[src/rtl/chess_pkg.sv]
// Shared chess types: piece codes, square index, move record and start position.
package chess_pkg;

  // Piece code is {color, type[2:0]}
  typedef logic [3:0] piece_t;
  typedef logic [5:0] sq_t;

  localparam logic [2:0] EMPTY   = 3'd0;
  localparam logic [2:0] PAWN    = 3'd1;
  localparam logic [2:0] KNIGHT  = 3'd2;
  localparam logic [2:0] BISHOP  = 3'd3;
  localparam logic [2:0] ROOK    = 3'd4;
  localparam logic [2:0] QUEEN   = 3'd5;
  localparam logic [2:0] KING    = 3'd6;
  localparam logic [2:0] ILLEGAL = 3'd7;

  localparam logic WHITE = 1'b0;
  localparam logic BLACK = 1'b1;

  typedef struct packed {
    sq_t    from;
    sq_t    to;
    piece_t promo;
  } move_t;

  // Whole board, element index = row*8+col
  typedef logic [63:0][3:0] board_t;

  // Back rank piece type for a given column: R N B Q K B N R
  function automatic logic [2:0] back_rank(input logic [2:0] col);
    case (col)
      3'd0, 3'd7: back_rank = ROOK;
      3'd1, 3'd6: back_rank = KNIGHT;
      3'd2, 3'd5: back_rank = BISHOP;
      3'd3:       back_rank = QUEEN;
      default:    back_rank = KING;
    endcase
  endfunction

  // Row 0 is the black back rank, row 7 the white one
  function automatic board_t start_board();
    board_t b;
    b = '0;
    for (int s = 0; s < 64; s++) begin
      logic [2:0] row;
      logic [2:0] col;
      row = 3'(s / 8);
      col = 3'(s % 8);
      case (row)
        3'd0:    b[s] = {BLACK, back_rank(col)};
        3'd1:    b[s] = {BLACK, PAWN};
        3'd6:    b[s] = {WHITE, PAWN};
        3'd7:    b[s] = {WHITE, back_rank(col)};
        default: b[s] = {WHITE, EMPTY};
      endcase
    end
    return b;
  endfunction

  localparam board_t START_POS = start_board();

endpackage

[src/rtl/move_fifo.sv]
// Synchronous FIFO of move records; push and pop may coincide, flush empties it.
module move_fifo
  import chess_pkg::*;
#(
  parameter int DEPTH = 4
) (
  input  logic  clk,
  input  logic  reset,
  input  logic  flush,
  input  logic  push,
  input  move_t din,
  input  logic  pop,
  output move_t dout,
  output logic  full,
  output logic  empty
);

  localparam int AW = (DEPTH > 1) ? $clog2(DEPTH) : 1;

  move_t          mem [DEPTH];
  logic [AW-1:0]  wr_ptr;
  logic [AW-1:0]  rd_ptr;
  logic [AW:0]    count;
  logic           do_push;
  logic           do_pop;

  assign full    = (count == (AW+1)'(DEPTH));
  assign empty   = (count == '0);
  assign do_push = push & ~full;
  assign do_pop  = pop & ~empty;
  assign dout    = mem[rd_ptr];

  // Storage write; contents need no reset since count guards reads
  always_ff @(posedge clk) begin
    if (do_push && !flush) mem[wr_ptr] <= din;
  end

  // Pointer and occupancy bookkeeping; flush wins over a same-cycle push
  always_ff @(posedge clk) begin
    if (reset || flush) begin
      wr_ptr <= '0;
      rd_ptr <= '0;
      count  <= '0;
    end else begin
      if (do_push) wr_ptr <= wr_ptr + 1'b1;
      if (do_pop)  rd_ptr <= rd_ptr + 1'b1;
      case ({do_push, do_pop})
        2'b10:   count <= count + 1'b1;
        2'b01:   count <= count - 1'b1;
        default: count <= count;
      endcase
    end
  end

endmodule

[src/rtl/board_update_sched.sv]
// Board-state owner: queues moves from game logic and commits them, or a
// start-position reload, only while the display is in vertical blanking.
module board_update_sched
  import chess_pkg::*;
#(
  parameter int         QDEPTH  = 4,
  parameter logic [9:0] VACTIVE = 10'd480
) (
  input  logic       clk,
  input  logic       reset,
  input  logic [9:0] vcnt,
  input  logic       new_game,
  input  logic       mv_valid,
  output logic       mv_ready,
  input  logic [5:0] mv_from,
  input  logic [5:0] mv_to,
  input  logic [3:0] mv_promo,
  input  logic [5:0] rd_sq,
  output logic [3:0] rd_piece,
  output logic       applied,
  output logic       err,
  output logic       busy
);

  localparam logic [1:0] S_IDLE   = 2'd0;
  localparam logic [1:0] S_RELOAD = 2'd1;
  localparam logic [1:0] S_LATCH  = 2'd2;
  localparam logic [1:0] S_WRITE  = 2'd3;

  logic [1:0] state;
  board_t     board;
  logic       reload_pend;
  move_t      mv_q;
  piece_t     piece_q;

  logic       in_blank;
  logic       fifo_push;
  logic       fifo_pop;
  logic       fifo_flush;
  logic       fifo_full;
  logic       fifo_empty;
  move_t      fifo_din;
  move_t      fifo_dout;
  logic       move_ok;

  assign in_blank   = (vcnt >= VACTIVE);
  assign mv_ready   = ~fifo_full;
  assign fifo_push  = mv_valid & mv_ready;
  assign fifo_din   = '{from: mv_from, to: mv_to, promo: mv_promo};
  // Pending reload takes precedence, so no pop in that cycle
  assign fifo_pop   = (state == S_IDLE) & in_blank & ~reload_pend & ~fifo_empty;
  assign fifo_flush = (state == S_RELOAD);

  assign move_ok = (mv_q.from != mv_q.to) &&
                   (piece_q[2:0] != EMPTY) &&
                   (mv_q.promo[2:0] != ILLEGAL);

  assign rd_piece = board[rd_sq];
  assign busy     = ~fifo_empty | reload_pend | (state != S_IDLE);

  move_fifo #(
    .DEPTH (QDEPTH)
  ) u_fifo (
    .clk   (clk),
    .reset (reset),
    .flush (fifo_flush),
    .push  (fifo_push),
    .din   (fifo_din),
    .pop   (fifo_pop),
    .dout  (fifo_dout),
    .full  (fifo_full),
    .empty (fifo_empty)
  );

  // Sequencer and board array; moves only start in blanking, but a started
  // move always runs to completion even if vcnt wraps meanwhile
  always_ff @(posedge clk) begin
    if (reset) begin
      state       <= S_IDLE;
      board       <= START_POS;
      reload_pend <= 1'b0;
      mv_q        <= '0;
      piece_q     <= '0;
      applied     <= 1'b0;
      err         <= 1'b0;
    end else begin
      applied <= 1'b0;
      err     <= 1'b0;
      if (new_game) reload_pend <= 1'b1;
      case (state)
        S_IDLE: begin
          if (in_blank && reload_pend) begin
            state <= S_RELOAD;
          end else if (fifo_pop) begin
            mv_q  <= fifo_dout;
            state <= S_LATCH;
          end
        end
        S_RELOAD: begin
          board       <= START_POS;
          // A fresh request in this very cycle stays pending
          reload_pend <= new_game;
          state       <= S_IDLE;
        end
        S_LATCH: begin
          piece_q <= board[mv_q.from];
          state   <= S_WRITE;
        end
        S_WRITE: begin
          if (move_ok) begin
            board[mv_q.to]   <= (mv_q.promo != '0) ? mv_q.promo : piece_q;
            board[mv_q.from] <= {WHITE, EMPTY};
            applied          <= 1'b1;
          end else begin
            err <= 1'b1;
          end
          state <= S_IDLE;
        end
        default: state <= S_IDLE;
      endcase
    end
  end

endmodule
[config.mk]
export PLATFORM = sky130hd
export DESIGN_NAME = board_update_sched
export DESIGN_NICKNAME = d
export VERILOG_FILES = /design/src/rtl/chess_pkg.sv /design/src/rtl/move_fifo.sv /design/src/rtl/board_update_sched.sv
export SDC_FILE = /design/constraint.sdc
export NUM_CORES = 1
export LEC_CHECK = 0
export BUFFER_PORTS_ARGS = -buffer_cell sky130_fd_sc_hd__buf_2
export CAP_MARGIN = 5
export CORE_AREA = 2 2 189 191
export CTS_CLUSTER_SIZE = 25
export DETAILED_ROUTE_END_ITERATION = 12
export DIE_AREA = 0 0 191 193
export PLACE_DENSITY = 0.7
export SLEW_MARGIN = 20
export SYNTH_ARGS = -nofsm -noshare
export SYNTH_HDL_FRONTEND = slang
export SYNTH_SLANG_ARGS = --single-unit
export TNS_END_PERCENT = 1
[constraint.sdc]
create_clock -name clk -period 3.6 [get_ports clk]
set_clock_uncertainty 0.1 [all_clocks]
set_input_delay 0.18 -clock clk [delete_from_list [all_inputs] [get_ports clk]]
set_output_delay 0.18 -clock clk [all_outputs]
set_load 0.02 [all_outputs]
==> results.toml <==
[pwr]
switching_power_mw = 3.738
swShare_pct = 33.42
power.density_nw_per_um2 = 528.0
p_leak_nw = 6.465
p_int_mw = 7.447
power_mw = 11.18
combPwrFrac_pct = 22.9
clockPowerShare_pct = 38.3
ir_drop_mv = 0.5543
p_seq_share_pct = 38.8

[cts]
holdBufCountCts = 21
cts.path.max_buffers = 3
cts_tree = "yes"
cts_setup_buffers = 0
cts_resized = 0
clk_pin_slew_worst_paths_ns = 0.07
cts_root_buf = "clkbuf_16"
cts_buffers = 40
clk_latency_ns = 0.59
htreeDepth = 2
clock-sinks = 352

[logic_synthesis]
seq_area_frac_synth_pct = 40.69
yosysWarnings = 0
syn_nets = 1935
synth-main-ff-cell = "dfxtp_1"
yosysUniqueCellTypes = 66
synth_top_area_share_pct = 30.51
synthArstFlopShare_pct = 0
synth_area_leaders = "dfxtp_1, mux4_2, edfxtp_1"
syn_avg_cell_area_um2 = 9.981
yosysTopAreaCell = "dfxtp_1"
ys_seq_elements = 352
synth.cell_area_um2 = 18890
synthCells = 1893
synth-edff-count = 64

[critical_path]
cp_cell_sequence = "mux4_2, mux4_2, nor2b_1, a211oi_1, a21oi_1, buf_2"
r2r-end = "board[25]"
reg2reg_depth = 6
cp_max_fo = 3
start_kind = "register"
crit_required_ns = 3.32
cpPeakStageDelay_ns = 0.55
cpMostUsedCell = "mux4_2"
endpoint_kind = "output port"
slowest_stage = "mux4_2"
worstSetupPathType = "register to output port"
r2r_slack_ns = 0.80
worstPathArrival_ns = 2.73
r2r-start = "mv_q[11]"

[routing]
wl_mm = 64.37
drt-wirelength-per-cell_um = 27.09
first_pass_iters = 6
vias = 16570
drc = 0
postRouteAntennaNets = 0
initialDrtViolationCount = 2265
viasPerCell = 6.972

[hold_path]
min_from = "vcnt[8]"
whs_path_depth = 6
min_path_type = "input pin to register"
min_to = "mv_q[7]"

[timing]
grt_setup_unrepaired = "no"
fmax_mhz = 332.7
hold_violations = 0
setup-tns-final_ns = 0
worst_pin_slew_ns = 1.198
drv_slew = 0
period_share_pct = 83.48
finalCriticalPeriod_ns = 3.005
relSlewSlack_pct = 20.15
setup_viol = 0
holdWs_ns = 0.2419

[finish]
mostFrequentLayoutCells = "dfxtp_1, nor2_1, a21oi_1, nand2_1, a211oi_1"
layout_commonest_cell = "dfxtp_1"
multi_input_area_um2 = 10430
fin_nets = 1924
regArea_um2 = 7695
fillers = 2907
synthToLayoutAreaGrowth_pct = 12.12
utilization_pct = 60.59
drive_gt1_share_pct = 19.07

[grt]
met3_usage_pct = 9.738
first_global_vias = 15830
grt.busiest_layer = "met2"
grt_max_degree = 78
grt.total_usage_pct = 35.20
grt_first_pass_wirelength_mm = 96.97
met2_usage_pct = 53.30
met1_usage_pct = 45.49
gr-total-overflow = 0
antenna_found_initial = 0

[die]
io_pins = 44
die_h_um = 193
start_util_pct = 54.04
row_count = 69
core_area_um2 = 34960
die_w_um = 191
dieArea_um2 = 36860

[outcome]
outcome = "complete, no violations"

[placement]
gp_congestion = 1.017
numPortBuffers = 38
dp_hpwl_mm = 43.79

[run]
drv_cap = 0
## cell families (layout without fill, tap and decap cells)
kind of cell    after synthesis  count (layout)  synth area share, %
fa+ha+maj                     6               6               0.4371
flops                       352             352                40.69
simple gates                517             517                11.74
compound gates              621             621                23.56
other cells                   0               1                    0
xor+xnor                     11              11               0.5099
buf+inv                     192             213                4.596
mux                         194             194                18.47
## per-layer routing
layer / part of all wire (%) / vias up
li1: - / 7276
met2: 44 / 983
met3: 11 / 233
met1: 38 / 8073
met4: 6.1 / 0
met5: 0 / -
## synthesized netlist by cell type (all sizes together), types with 5 or more instances
cell and number:
dfxtp 288, nor2 274, a211oi 168, a21oi 159, nand2 147, mux4 122, clkbuf 106, o21ai 92
buf 69, edfxtp 64, a221o 56, mux2i 55, a311oi 51, a22oi 20, a221oi 18, mux2 17
inv 16, nand3 14, and2 12, nor3 11, nor2b 10, xnor2 9, a31oi 8, a22o 7
and3 7, and3b 7, nor3b 7, nand2b 6, o22ai 6, o41ai 6, a31o 5, ha 5
## worst max-delay path by stage
stage                          startpoint               to  slack, ns
final                           board[45]      rd_piece[1]       0.59
after global routing            board[47]      rd_piece[3]       0.55
after CTS                       board[45]      rd_piece[1]       0.63
after detailed placement         rd_sq[0]      rd_piece[0]       0.69
after global placement           rd_sq[0]      rd_piece[0]       0.73
after floorplan           u_fifo.count[0]  u_fifo.count[2]       0.97
## sequential cells by signal (all words and copies together), names as in the netlist
| register | count |
|---|---|
| board | 256 |
| u_fifo.mem | 64 |
| mv_q | 16 |
| piece_q | 4 |
| u_fifo.count | 3 |
| state | 2 |
| u_fifo.rd_ptr | 2 |
| u_fifo.wr_ptr | 2 |
| applied | 1 |
| err | 1 |
| reload_pend | 1 |
## power by group through the flow
| stage | Combinational (mW) | Clock [mW] | Sequential [mW] |
|---|---|---|---|
| after floorplan | 1.62 | 0 | 4.28 |
| after global placement | 2.37 | 0 | 4.41 |
| after detailed placement | 2.43 | 0 | 4.42 |
| after CTS | 2.45 | 4.30 | 4.33 |
| after global routing | 2.65 | 4.47 | 4.36 |
| final | 2.56 | 4.29 | 4.34 |
## critical path: cells and delay by family, from the launching register on
family                 cells  cell delay (ns)
buffers and inverters      1             0.18
AOI/OAI and AO/OA          2             0.35
and+or+nand+nor            1             0.17
DFF                        1             0.35
muxes                      2             1.07
## metrics by stage
step,std cells,area [µm²],worst slack (ns)
2_1_floorplan,1893,18890,0.9684
3_3_place_gp,2278,19540,0.7256
3_5_place_dp,2279,19570,0.6875
4_1_cts,2374,21150,0.6298
5_1_grt,2375,21180,0.5463
6_report,2376,21180,0.5947
## final cells by class
class	count	share of cell area, %
Antenna cell	1	0.01181
Clock buffer	53	5.339
Clock inverter	21	1.152
Inverter	17	0.3012
Multi-Input combinational cell	1349	49.24
Sequential cell	352	36.32
Tap cell	461	2.723
Timing Repair Buffer	122	4.914
No activity file was read; power rests on OpenSTA's default activity.
